File: src/rtl/uart_tx_arb_ctrl.sv
// Two-requester round-robin UART transmitter: start/data/[parity]/stop from an internal baud counter.
// Optional even-parity bit enabled by defining UART_TX_PARITY_EN.
module uart_tx_arb_ctrl #(
    parameter int BAUD_MAX  = 10414,
    parameter int DATA_BITS = 8,
    parameter int STOP_BITS = 1
) (
    input  logic                 clk,
    input  logic                 reset,
    input  logic                 iReq0_valid,
    input  logic [DATA_BITS-1:0] iReq0_data,
    output logic                 oReq0_ready,
    input  logic                 iReq1_valid,
    input  logic [DATA_BITS-1:0] iReq1_data,
    output logic                 oReq1_ready,
    output logic                 oTX,
    output logic                 oBusy,
    output logic                 oGrant,
    output logic                 oFrame_done
);
    localparam int BW = (BAUD_MAX > 0) ? $clog2(BAUD_MAX + 1) : 1;
    localparam int IW = $clog2(DATA_BITS);

    typedef enum logic [2:0] {S_IDLE, S_START, S_DATA, S_PARITY, S_STOP} state_t;

    state_t               state_q, state_d;
    logic [BW-1:0]        baud_q, baud_d;
    logic [IW-1:0]        bit_q, bit_d;
    logic [DATA_BITS-1:0] shift_q, shift_d;
    logic                 grant_q, grant_d;
    logic                 last_q, last_d;
    logic                 tx_q, tx_d;
    logic                 tick;
    logic                 acc0, acc1;
`ifdef UART_TX_PARITY_EN
    logic                 par_q, par_d;
`endif

    // State register
    always_ff @(posedge clk) begin
        if (reset) begin
            state_q <= S_IDLE;
            baud_q  <= '0;
            bit_q   <= '0;
            shift_q <= '0;
            grant_q <= 1'b0;
            last_q  <= 1'b1;
            tx_q    <= 1'b1;
`ifdef UART_TX_PARITY_EN
            par_q   <= 1'b0;
`endif
        end else begin
            state_q <= state_d;
            baud_q  <= baud_d;
            bit_q   <= bit_d;
            shift_q <= shift_d;
            grant_q <= grant_d;
            last_q  <= last_d;
            tx_q    <= tx_d;
`ifdef UART_TX_PARITY_EN
            par_q   <= par_d;
`endif
        end
    end

    assign tick = (baud_q == BW'(BAUD_MAX));
    assign acc0 = iReq0_valid & oReq0_ready;
    assign acc1 = iReq1_valid & oReq1_ready;

    // Next-state and datapath
    always_comb begin
        state_d = state_q;
        baud_d  = tick ? '0 : baud_q + 1'b1;
        bit_d   = bit_q;
        shift_d = shift_q;
        grant_d = grant_q;
        last_d  = last_q;
`ifdef UART_TX_PARITY_EN
        par_d   = par_q;
`endif
        case (state_q)
            S_IDLE: begin
                baud_d = '0;
                bit_d  = '0;
                if (acc0 || acc1) begin
                    state_d = S_START;
                    shift_d = acc1 ? iReq1_data : iReq0_data;
                    grant_d = acc1;
                    last_d  = acc1;
`ifdef UART_TX_PARITY_EN
                    par_d   = acc1 ? ^iReq1_data : ^iReq0_data;
`endif
                end
            end
            S_START: if (tick) state_d = S_DATA;
            S_DATA: begin
                if (tick) begin
                    shift_d = shift_q >> 1;
                    if (bit_q == IW'(DATA_BITS - 1)) begin
                        bit_d = '0;
`ifdef UART_TX_PARITY_EN
                        state_d = S_PARITY;
`else
                        state_d = S_STOP;
`endif
                    end else begin
                        bit_d = bit_q + 1'b1;
                    end
                end
            end
            S_PARITY: if (tick) state_d = S_STOP;
            S_STOP: begin
                if (tick) begin
                    if (bit_q == IW'(STOP_BITS - 1)) begin
                        bit_d   = '0;
                        state_d = S_IDLE;
                    end else begin
                        bit_d = bit_q + 1'b1;
                    end
                end
            end
            default: state_d = S_IDLE;
        endcase

        // Line is registered off the next state so the start bit appears the cycle after accept.
        case (state_d)
            S_START: tx_d = 1'b0;
            S_DATA:  tx_d = shift_d[0];
`ifdef UART_TX_PARITY_EN
            S_PARITY: tx_d = par_d;
`endif
            default: tx_d = 1'b1;
        endcase
    end

    // Outputs
    always_comb begin
        oReq0_ready = 1'b0;
        oReq1_ready = 1'b0;
        if (state_q == S_IDLE) begin
            oReq0_ready = iReq0_valid & (~iReq1_valid | last_q);
            oReq1_ready = iReq1_valid & (~iReq0_valid | ~last_q);
        end
        oTX         = tx_q;
        oBusy       = (state_q != S_IDLE);
        oGrant      = grant_q;
        oFrame_done = (state_q == S_STOP) && tick && (bit_q == IW'(STOP_BITS - 1));
    end

endmodule

File: config.mk
export PLATFORM = sky130hd
export DESIGN_NAME = uart_tx_arb_ctrl
export DESIGN_NICKNAME = d
export VERILOG_FILES = /design/src/rtl/uart_tx_arb_ctrl.sv
export SDC_FILE = /design/constraint.sdc
export NUM_CORES = 1
export LEC_CHECK = 0
export BUFFER_PORTS_ARGS = -buffer_cell sky130_fd_sc_hd__buf_2
export CORE_MARGIN = 2
export CORE_UTILIZATION = 40
export CTS_BUF_LIST = sky130_fd_sc_hd__clkbuf_16
export CTS_CLUSTER_DIAMETER = 150
export DETAILED_ROUTE_END_ITERATION = 10
export GPL_ROUTABILITY_DRIVEN = 0
export PLACE_DENSITY = 0.7
export SLEW_MARGIN = 20
export SYNTH_ARGS = -nofsm -noshare
export SYNTH_HDL_FRONTEND = slang
export SYNTH_SLANG_ARGS = --single-unit
File: constraint.sdc
create_clock -name clk -period 3.2 [get_ports clk]
set_input_delay 0.32 -clock clk [delete_from_list [all_inputs] [get_ports clk]]
set_output_delay 0.32 -clock clk [all_outputs]
set_load 0.1 [all_outputs]
Word-level counts from Yosys, hierarchy flattened. Cells that the tools add are included.

Word-level logic and storage cells: 62. Register bits: 31. Input port bits: 20.

Reductions and logical operators: 12. Mux-type cells: 20. Equality and inequality tests: 11. $add $sub $neg: 2. Bitwise logic cells: 9.

Operators with widths (count): $mux W3 (11); $mux W8 (3); $pmux W8 S2 (1); $pmux W3 S5 (1); $add A14 B1 Y14 const B (1); $eq A14 B14 Y1 const B (1); $eq A3 B2 Y1 const B (3); $pmux W3 S3 (1); $eq A3 B1 Y1 const B (2); $eq A3 B3 Y1 const B (2); $logic_not A3 Y1 (2); $ne A2 B2 Y1 const B (3); $reduce_and A3 Y1 (2); $reduce_bool A3 Y1 (2); $and A1 B1 Y1 (4); $add A3 B1 Y3 const B (1); $not A1 Y1 (3); $reduce_or A3 Y1 (1); $logic_and A1 B1 Y1 (2); $mux W1 (2); $or A1 B1 Y1 (2); $pmux W1 S2 (1); $reduce_and A2 Y1 (1); $reduce_bool A2 Y1 (1); $logic_or A1 B1 Y1 (1).

Logic depth before layout (Yosys ltp). Gate-level depths: netlist of the first run.

Depth after elaboration: 10. Mapped depth: 9.

Worst setup path after synthesis of the first run. No wires, ideal clock.

Kind: reg-to-output. From: register baud_q[9]. To: output oFrame_done. Setup slack: -1.349 ns. Data required time: 2.880 ns. Arrival: 4.229 ns. Buffers on the path: 2. Cell stages (with the launch flop): 6. Cell sequence: dfxtp_1 > nand4bb_2 > or4_4 > buf_6 > buf_6 > nor4_1.

Cells in the longest elaborated chain, start to end: 3.

Ends and longest elaborated chain: start: declaration (RTL line 27) `logic [BW-1:0] baud_q, baud_d;`; start signal: assignment (RTL line 54) `baud_q <= baud_d;`; $eq A14 B14 Y1 (RTL line 66) `assign tick = (baud_q == BW'(BAUD_MAX));`; $logic_and A1 B1 Y1 (2 in a row) (RTL line 147) `oFrame_done = (state_q == S_STOP) && tick && (bit_q == IW'(STOP_BITS - 1));`; end: declaration (RTL line 19) `output logic oFrame_done`.

No other way between the ends.

Worst setup path after layout of the first run.
From: register state_q[0]. To: output oReq1_ready.

Cells in the longest elaborated chain, start to end: 2.

Ends and longest elaborated chain: start: declaration (RTL line 26) `state_t state_q, state_d;`; start signal: assignment (RTL line 53) `state_q <= state_d;`; $logic_not A3 Y1 (RTL line 140) `if (state_q == S_IDLE) begin`; $mux W1 (RTL line 140); end: declaration (RTL line 15) `output logic oReq1_ready,`.

No other way between the ends.

==> results of run 1 <==
==> path summary, 6_finish.rpt <==
check                                                to  slack, ns  cells after the start
worst max-delay path                        oReq1_ready       0.62                      4
worst min-delay path            shift_q[7]$_SDFFE_PP0P_       0.43                      2
worst max register to register           oTX$_SDFF_PP1_       0.96                      5
worst min register to register  shift_q[1]$_SDFFE_PP0P_       0.45                      2
==> metal layers <==
layer / track usage (%) / vias to the layer above / part of all wire (%)
met3: 4.87 / 4 / 2.8
li1: - / 712 / -
met2: 22.6 / 16 / 46
met1: 20.3 / 621 / 50
met4: 7.35 / 0 / 1.5
met5: 0 / - / 0
==> power by group through the flow <==
stage / registers [mW] / logic [mW] / clock network (mW)
after floorplan: 0.433 / 0.0834 / 0
after global placement: 0.422 / 0.122 / 0
after detailed placement: 0.422 / 0.122 / 0
after CTS: 0.414 / 0.123 / 0.447
after global routing: 0.417 / 0.132 / 0.468
final: 0.415 / 0.122 / 0.438
==> through the flow <==
| stage | power, mW | area (um2) | std cells | setup slack, ns | utilization, % |
|---|---|---|---|---|---|
| floorplan | 0.516 | 1700 | 186 | 0.462 | - |
| global placement | 0.544 | 1850 | 254 | 0.937 | 46.0 |
| detailed placement | 0.545 | 1850 | 254 | 0.904 | 46.0 |
| CTS | 0.984 | 1990 | 262 | 0.612 | 49.4 |
| global route | 1.02 | 1990 | 262 | 0.490 | 49.4 |
| finish | 0.975 | 1990 | 262 | 0.622 | 49.4 |
==> cell usage after synthesis, types with 4 or more instances <==
library cell and n:
ha_1 5, inv_1 7, nand2_1 16, clkbuf_1 4, mux2_2 7, nor2_1 23
nand3_1 9, a21oi_1 9, xor2_1 10, a22oi_1 6, dfxtp_1 31
==> cells by family (layout without fill, tap and decap cells) <==
kind of cell | count (synthesis) | count (layout)
adder cells (fa/ha/maj) | 6 | 6
AO/OA/AOI/OAI | 35 | 35
XOR/XNOR | 12 | 12
AND/OR/NAND/NOR | 79 | 79
flip-flops | 31 | 31
multiplexers | 8 | 8
buffers and inverters | 15 | 41
==> critical path: cells and delay by family, from the launching register on <==
family,cells,cell delay [ns]
AND/OR/NAND/NOR,2,0.83
flip-flops,1,0.48
buffers and inverters,2,0.67
==> layout make-up <==
class	instances	area [um2]
fillers	383	2040
multi-input cells	140	1010
flip-flops and latches	31	621
repair buffers	26	133
clock buffers	5	125
well taps	50	62.6
inverters	7	26.3
clock inverters	3	11.3
==> registers in the layout, indices dropped and copies added (netlist names) <==
register  cells
baud_q       14
bit_q         3
last_q        1
oGrant        1
oTX           1
shift_q       8
state_q       3
==> impl_metrics.json, run 1 <==
{
  "cts_resized": 0,
  "fin_hold_ws_ns": 0.432,
  "clockPowerShare_pct": 45.0,
  "postSynth.asyncResetShare_pct": 0,
  "drt_iter0_markers": 85,
  "cts_tree": "done",
  "routed_wl_um": 3240,
  "powerDensity_nw_per_um2": 490,
  "crit_chain": "nor3_2 -> nand3_1 -> inv_1 -> buf_2",
  "rsz0062_at_grt": "no",
  "vias_per_cell": 5.16,
  "core_um2": 4030,
  "netlist_instances": 186,
  "vias": 1353,
  "die_x_um": 69.0,
  "clock.fmax_mhz": 388,
  "final_cell_mix": "dfxtp_1, buf_2, nor2_1",
  "ys_types": 52,
  "finalMaxSlewViolations": 0,
  "hp-class": "input port to flip-flop",
  "start_util_pct": 41.9,
  "slew_headroom_pct": 61.0,
  "outcome": "complete, no violations",
  "skew_ns": 0.00591,
  "p_comb_share_pct": 12.5,
  "synth-seq-cells": 31,
  "fin_crit_sh_pct": 80.6,
  "p_sw_share_pct": 26.1,
  "p_int_mw": 0.721,
  "grt_pass1_vias": 1187,
  "synth.cell_area_um2": 1690,
  "synthFlopType": "dfxtp_1",
  "cts-root-buf": "clkbuf_16",
  "rows": 23,
  "clk_pin_slew_ns": 0.05,
  "setup_violations": 0,
  "dp_hpwl_um": 2290,
  "yosys_warnings": 0,
  "drc_errors": 0,
  "crit_path_end_kind": "primary output",
  "area_growth_pct": 17.8,
  "yosysTopAreaCell": "dfxtp_1",
  "cp_data_required_time_ns": 2.88,
  "portBuffers": 25,
  "gr-total-overflow": 0,
  "synth_top_family_by_area": "simple AND/OR/NAND/NOR gates",
  "netlist_top_cells_area": "dfxtp_1, xor2_1, nor2_1",
  "ant_nets": 0,
  "synth-compound-area-share_pct": 15.3,
  "drtPass1Iterations": 4,
  "grt_start_max_net_pins": 19,
  "fp.dieH_um": 69.0,
  "critPathLaunch": "state_q[0]$_SDFF_PP0_",
  "antenna_found_initial": 0,
  "fin_crit_ns": 2.58,
  "cpMaxStageDelayCell": "dfxtp_1",
  "critPathKind": "flip-flop to primary output",
  "layout.nets": 236,
  "yosys.area_share.simple_pct": 27.9,
  "cts_setup_buffers": 0,
  "yosysSeqAreaShare_pct": 36.7,
  "r2r-start": "state_q[0]$_SDFF_PP0_",
  "worstMarginPinSlew_ns": 0.581,
  "insertion_delay_ns": 0.27,
  "synth_edf_count": 0,
  "htree_levels": 2,
  "min_from": "reset",
  "grt_first_pass_wirelength_um": 5440,
  "syn_nets": 211,
  "timing.setup.tns_ns": 0,
  "syn_avg_cell_area_um2": 9.08,
  "layout-drive-gt1-share_pct": 24.5,
  "synthAdderAreaFrac_pct": 4.37,
  "max_stage_delay_ns": 0.48,
  "fp.dieArea_um2": 4760,
  "ioPinCount": 26,
  "finalHoldViolCount": 0,
  "power.leakage_nw": 0.788,
  "power_frac_seq_pct": 42.5,
  "power_switching_mw": 0.254,
  "layout_commonest_cell": "dfxtp_1",
  "ctsHoldBuffers": 0,
  "antenna_cells": 0,
  "synth_top_area_share_pct": 36.7,
  "peakVddDrop_mv": 0.327,
  "numClockSinks": 31,
  "cp.arrival_ns": 2.26,
  "wire_per_inst_um": 12.4,
  "grt_use_total_pct": 15.4,
  "drv_cap": 0,
  "critical_path.startpoint_type": "flip-flop",
  "muxShareOfSynthArea_pct": 5.26,
  "numCtsBuffers": 5,
  "cp_max_fo": 14,
  "cts_buffer_depth": 2,
  "synth_xor_area_share_pct": 6.22
}
No activity file was read; power rests on OpenSTA's default activity.
==> run 2, diff against run 1 <==
--- a/config.mk
+++ b/config.mk
@@ -12,7 +12,7 @@
 export CTS_CLUSTER_DIAMETER = 150
 export DETAILED_ROUTE_END_ITERATION = 10
 export GPL_ROUTABILITY_DRIVEN = 0
-export PLACE_DENSITY = 0.7
+export PLACE_DENSITY = 0.72
 export SLEW_MARGIN = 20
 export SYNTH_ARGS = -nofsm -noshare
 export SYNTH_HDL_FRONTEND = slang
==> constraint.sdc (replaced) <==
create_clock -name clk -period 2.3 [get_ports clk]
set_input_delay 0.23 -clock clk [delete_from_list [all_inputs] [get_ports clk]]
set_output_delay 0.23 -clock clk [all_outputs]
set_load 0.1 [all_outputs]
==> impl_metrics.json, run 2 (same netlist as run 1, synthesis figures left out) <==
{
  "p_int_mw": 1.02,
  "cp_data_required_time_ns": 2.07,
  "finalHoldViolCount": 0,
  "largest_reg_flops": 14,
  "power.leakage_nw": 0.829,
  "slew_headroom_pct": 67.1,
  "gr-total-overflow": 0,
  "area_growth_pct": 24.4,
  "grt_pass1_vias": 1208,
  "critPathKind": "flip-flop to primary output",
  "ioPinCount": 26,
  "wire_per_inst_um": 12.7,
  "core_um2": 4030,
  "start_util_pct": 41.9,
  "drt_iter0_markers": 69,
  "fp.dieH_um": 69.0,
  "setup_violations": 0,
  "portBuffers": 25,
  "cts_buffer_depth": 2,
  "die_x_um": 69.0,
  "cp.arrival_ns": 1.97,
  "drc_errors": 0,
  "drtPass1Iterations": 4,
  "max_stage_delay_ns": 0.54,
  "reg2regPathDepth": 6,
  "clock.fmax_mhz": 454,
  "critical_path.startpoint_type": "flip-flop",
  "fin_crit_sh_pct": 95.8,
  "dp_hpwl_um": 2400,
  "vias_per_cell": 5.17,
  "powerDensity_nw_per_um2": 665,
  "crit_path_end_kind": "primary output",
  "p_total_mw": 1.40,
  "clk_pin_slew_ns": 0.05,
  "grt_start_max_net_pins": 19,
  "cts-root-buf": "clkbuf_16",
  "antenna_cells": 0,
  "place_ws_ns": 0.262,
  "rsz0062_at_grt": "no",
  "power_frac_seq_pct": 40.8,
  "cp.depth": 4,
  "p_comb_share_pct": 13.4,
  "outcome": "complete, no violations",
  "fin_hold_ws_ns": 0.343,
  "cp_max_fo": 6,
  "r2r-start": "baud_q[10]$_SDFF_PP0_",
  "p_sw_share_pct": 27.0,
  "reg.largest.list": "baud_q (14), shift_q (8)",
  "fp.dieArea_um2": 4760,
  "finalMaxSlewViolations": 0,
  "grt_use_total_pct": 15.6,
  "fillers": 376,
  "layout-drive-gt1-share_pct": 29.1,
  "top_register": "baud_q",
  "layout_commonest_cell": "dfxtp_1",
  "vias": 1397,
  "power_switching_mw": 0.377,
  "routed_wl_um": 3440,
  "antenna_found_initial": 0,
  "path_buf_inv": 1,
  "fin_util_pct": 52.1,
  "skew_ns": 0.00371,
  "numCtsBuffers": 5,
  "min_path_cells": 2,
  "ant_nets": 0,
  "fin_ws_ns": 0.0968,
  "timing.setup.tns_ns": 0,
  "hp-class": "input port to flip-flop",
  "crit_chain": "or3b_1 -> or4_4 -> nor4_4 -> buf_12",
  "htree_levels": 2,
  "grt_first_pass_wirelength_um": 5400,
  "insertion_delay_ns": 0.28,
  "cp_top_family": "simple AND/OR/NAND/NOR gates",
  "cts_tree": "done",
  "drv_cap": 0,
  "clockPowerShare_pct": 45.8,
  "min_from": "reset",
  "ctsHoldBuffers": 0,
  "worstMarginPinSlew_ns": 0.488,
  "numClockSinks": 31,
  "critPathLaunch": "baud_q[10]$_SDFF_PP0_",
  "layout.nets": 244,
  "peakVddDrop_mv": 0.558,
  "rows": 23,
  "final_cell_mix": "dfxtp_1, nor2_1, buf_2",
  "cpMaxStageDelayCell": "or4_4",
  "fin_crit_ns": 2.20
}
[run 2: changes by cell type in the layout (fill, tap and decap cells not counted), moves of 2 or more]
cell | before | now
clkinvlp_4 | 0 | 2
clkinv_1 | 2 | 0
buf_12 | 0 | 2
buf_2 | 25 | 23
buf_4 | 1 | 9
[run 2: repair_timing]
item | CTS | global route
setup endpoints to repair | 0 | 1
buffers inserted | 0 | 3
resized for setup | 0 | 1
[run 2: area by class of cell]
class                      instances  area [um2]  area share, %
multi-input combinational        140        1020           48.7
sequential                        31         622           29.6
timing repair buffer              34         223           10.6
clock buffer                       5         125           5.96
tap                               50        62.6           2.98
inverter                           7        26.3           1.25
clock inverter                     3        20.0          0.953
[run 2: path summary, 6_finish.rpt]
kind              slack [ns]                 endpoint
setup / recovery         0.1              oFrame_done
hold / removal          0.34      oGrant$_SDFFE_PP0P_
setup reg to reg        0.16    bit_q[2]$_SDFFE_PP0P_
hold reg to reg         0.45  shift_q[2]$_SDFFE_PP0P_
[run 2: metal layers]
layer / GRT usage, % / part of all wire (%)
met2: 22.5 / 45
met4: 9.56 / 2.1
met1: 20.6 / 49
met3: 4.38 / 3.5
met5: 0 / 0
[run 2: power by group through the flow]
stage                     sequential [mW]  clock [mW]  combinational (mW)
after floorplan                     0.602           0               0.116
after global placement              0.580           0               0.187
final                               0.570       0.640               0.187
after CTS                           0.570       0.653               0.187
after global routing                0.573       0.674               0.202
after detailed placement            0.582           0               0.187
[run 2: metrics by stage]
stage,instance area (um2),instances
CTS,2080,267
finish,2100,270
global placement,1930,259
detailed placement,1930,259
floorplan,1720,186
global route,2100,270
==> run 3, diff against run 2 <==
--- a/config.mk
+++ b/config.mk
@@ -5,7 +5,7 @@
 export SDC_FILE = /design/constraint.sdc
 export NUM_CORES = 1
 export LEC_CHECK = 0
-export BUFFER_PORTS_ARGS = -buffer_cell sky130_fd_sc_hd__buf_2
+export BUFFER_PORTS_ARGS = -buffer_cell sky130_fd_sc_hd__buf_4
 export CORE_MARGIN = 2
 export CORE_UTILIZATION = 40
 export CTS_BUF_LIST = sky130_fd_sc_hd__clkbuf_16
==> impl_metrics.json, run 3 (same netlist as run 1, synthesis figures left out) <==
{
  "die_x_um": 69.0,
  "fin_ws_ns": 0.0944,
  "numCtsBuffers": 5,
  "peakVddDrop_mv": 0.375,
  "grt_pass1_vias": 1271,
  "cts_buffer_depth": 2,
  "slew_headroom_pct": 65.2,
  "layout_commonest_cell": "buf_4",
  "core_um2": 4030,
  "final_cell_mix": "buf_4, dfxtp_1, nor2_1",
  "crit_path_end_kind": "primary output",
  "top_register": "baud_q",
  "fp.dieH_um": 69.0,
  "antenna_found_initial": 0,
  "rsz0062_at_grt": "no",
  "grt_use_total_pct": 15.9,
  "rows": 23,
  "cts-root-buf": "clkbuf_16",
  "clk_pin_slew_ns": 0.05,
  "place_ws_ns": 0.280,
  "area_growth_pct": 27.4,
  "fin_crit_ns": 2.21,
  "largest_reg_flops": 14,
  "seq_area_um2": 621,
  "fp.dieArea_um2": 4760,
  "vias": 1405,
  "drtPass1Iterations": 4,
  "powerDensity_nw_per_um2": 704,
  "outcome": "complete, no violations",
  "cp_data_required_time_ns": 2.07,
  "drt_iter0_markers": 62,
  "cp.arrival_ns": 1.98,
  "worstMarginPinSlew_ns": 0.516,
  "insertion_delay_ns": 0.28,
  "layout.nets": 243,
  "grt_first_pass_wirelength_um": 5540,
  "multi_input_comb_area_um2": 1020,
  "layout-drive-gt1-share_pct": 28.3,
  "htree_levels": 2,
  "critical_path.startpoint_type": "flip-flop",
  "clock.fmax_mhz": 453,
  "ioPinCount": 26,
  "drc_errors": 0,
  "grt_start_max_net_pins": 19,
  "drv_cap": 0,
  "routed_wl_um": 3380,
  "fillers": 372,
  "gr-total-overflow": 0,
  "dp_hpwl_um": 2420,
  "hp-class": "input port to flip-flop",
  "cp_max_fo": 7,
  "numClockSinks": 31,
  "portBuffers": 25,
  "wire_per_inst_um": 12.6,
  "power.leakage_nw": 0.855,
  "vias_per_cell": 5.22,
  "finalMaxSlewViolations": 0,
  "fin_crit_sh_pct": 95.9,
  "finalHoldViolCount": 0,
  "start_util_pct": 41.9,
  "antenna_cells": 0,
  "reg.largest.list": "baud_q (14), shift_q (8)",
  "cts_tree": "done",
  "skew_ns": 0.00433,
  "ant_nets": 0,
  "critPathKind": "flip-flop to primary output",
  "setup_violations": 0,
  "fin_util_pct": 53.4
}
## run 3: cell types whose count changed in the layout (fill, tap and decap cells not counted), sizes merged
| cell | delta |
|---|---|
| clkinv | +1 |
| bufinv | +1 |
| buf | -1 |
| clkinvlp | -2 |
## run 3: layout make-up
type | instances | area share (%)
Clock inverter | 3 | 2.03
Tap cell | 50 | 2.91
Sequential cell | 31 | 28.8
Multi-Input combinational cell | 140 | 47.5
Timing Repair Buffer | 33 | 11.7
Clock buffer | 5 | 5.81
Inverter | 7 | 1.22
## run 3: path summary, 6_finish.rpt
| check | start | to | slack, ns | cells after the start |
|---|---|---|---|---|
| worst max register to register | baud_q[11]$_SDFF_PP0_ | bit_q[2]$_SDFFE_PP0P_ | 0.16 | 6 |
| worst min-delay path | reset | shift_q[4]$_SDFFE_PP0P_ | 0.28 | 2 |
| worst max-delay path | baud_q[11]$_SDFF_PP0_ | oFrame_done | 0.09 | 4 |
| worst min register to register | shift_q[3]$_SDFFE_PP0P_ | shift_q[3]$_SDFFE_PP0P_ | 0.45 | 2 |
## run 3: metal layers
layer / up-vias / wire length (um) / GRT usage (%)
li1: 728 / - / -
met1: 652 / 1670 / 19.8
met2: 18 / 1530 / 24.8
met3: 7 / 84 / 3.41
met4: 0 / 85 / 10.3
met5: - / 0 / 0
## run 3: stage by stage
| step | cell area [um2] | std cells | setup TNS (ns) | hold slack (ns) | total power, mW |
|---|---|---|---|---|---|
| finish | 2150 | 269 | 0 | 0.278 | 1.51 |
| global route | 2150 | 269 | 0 | 0.298 | 1.56 |
| CTS | 2130 | 266 | 0 | 0.270 | 1.53 |
| detailed placement | 1960 | 258 | 0 | 0.447 | 0.777 |
| global placement | 1960 | 258 | 0 | 0.440 | 0.776 |
| floorplan | 1720 | 186 | -0.273 | 0.432 | 0.719 |
## run 3: report_power, final
group	switching (mW)	total, mW	internal [mW]
clock	0.238	0.748	0.510
sequential	0.0111	0.570	0.558
combinational	0.123	0.196	0.0734
total	0.373	1.51	1.14
## run 3: critical path, stage by stage, from the launching register on
cell	delay, ns
dfxtp_1	0.36
or3b_1	0.35
or4_4	0.55
nor4_4	0.17
buf_6	0.26
## run 3: timing repair
| item | 4_1_cts | 5_1_grt |
|---|---|---|
| gates resized for setup | 0 | 1 |
| setup buffers | 0 | 3 |
| endpoints found under the setup margin | 0 | 1 |
| hold buffers | 0 | 0 |
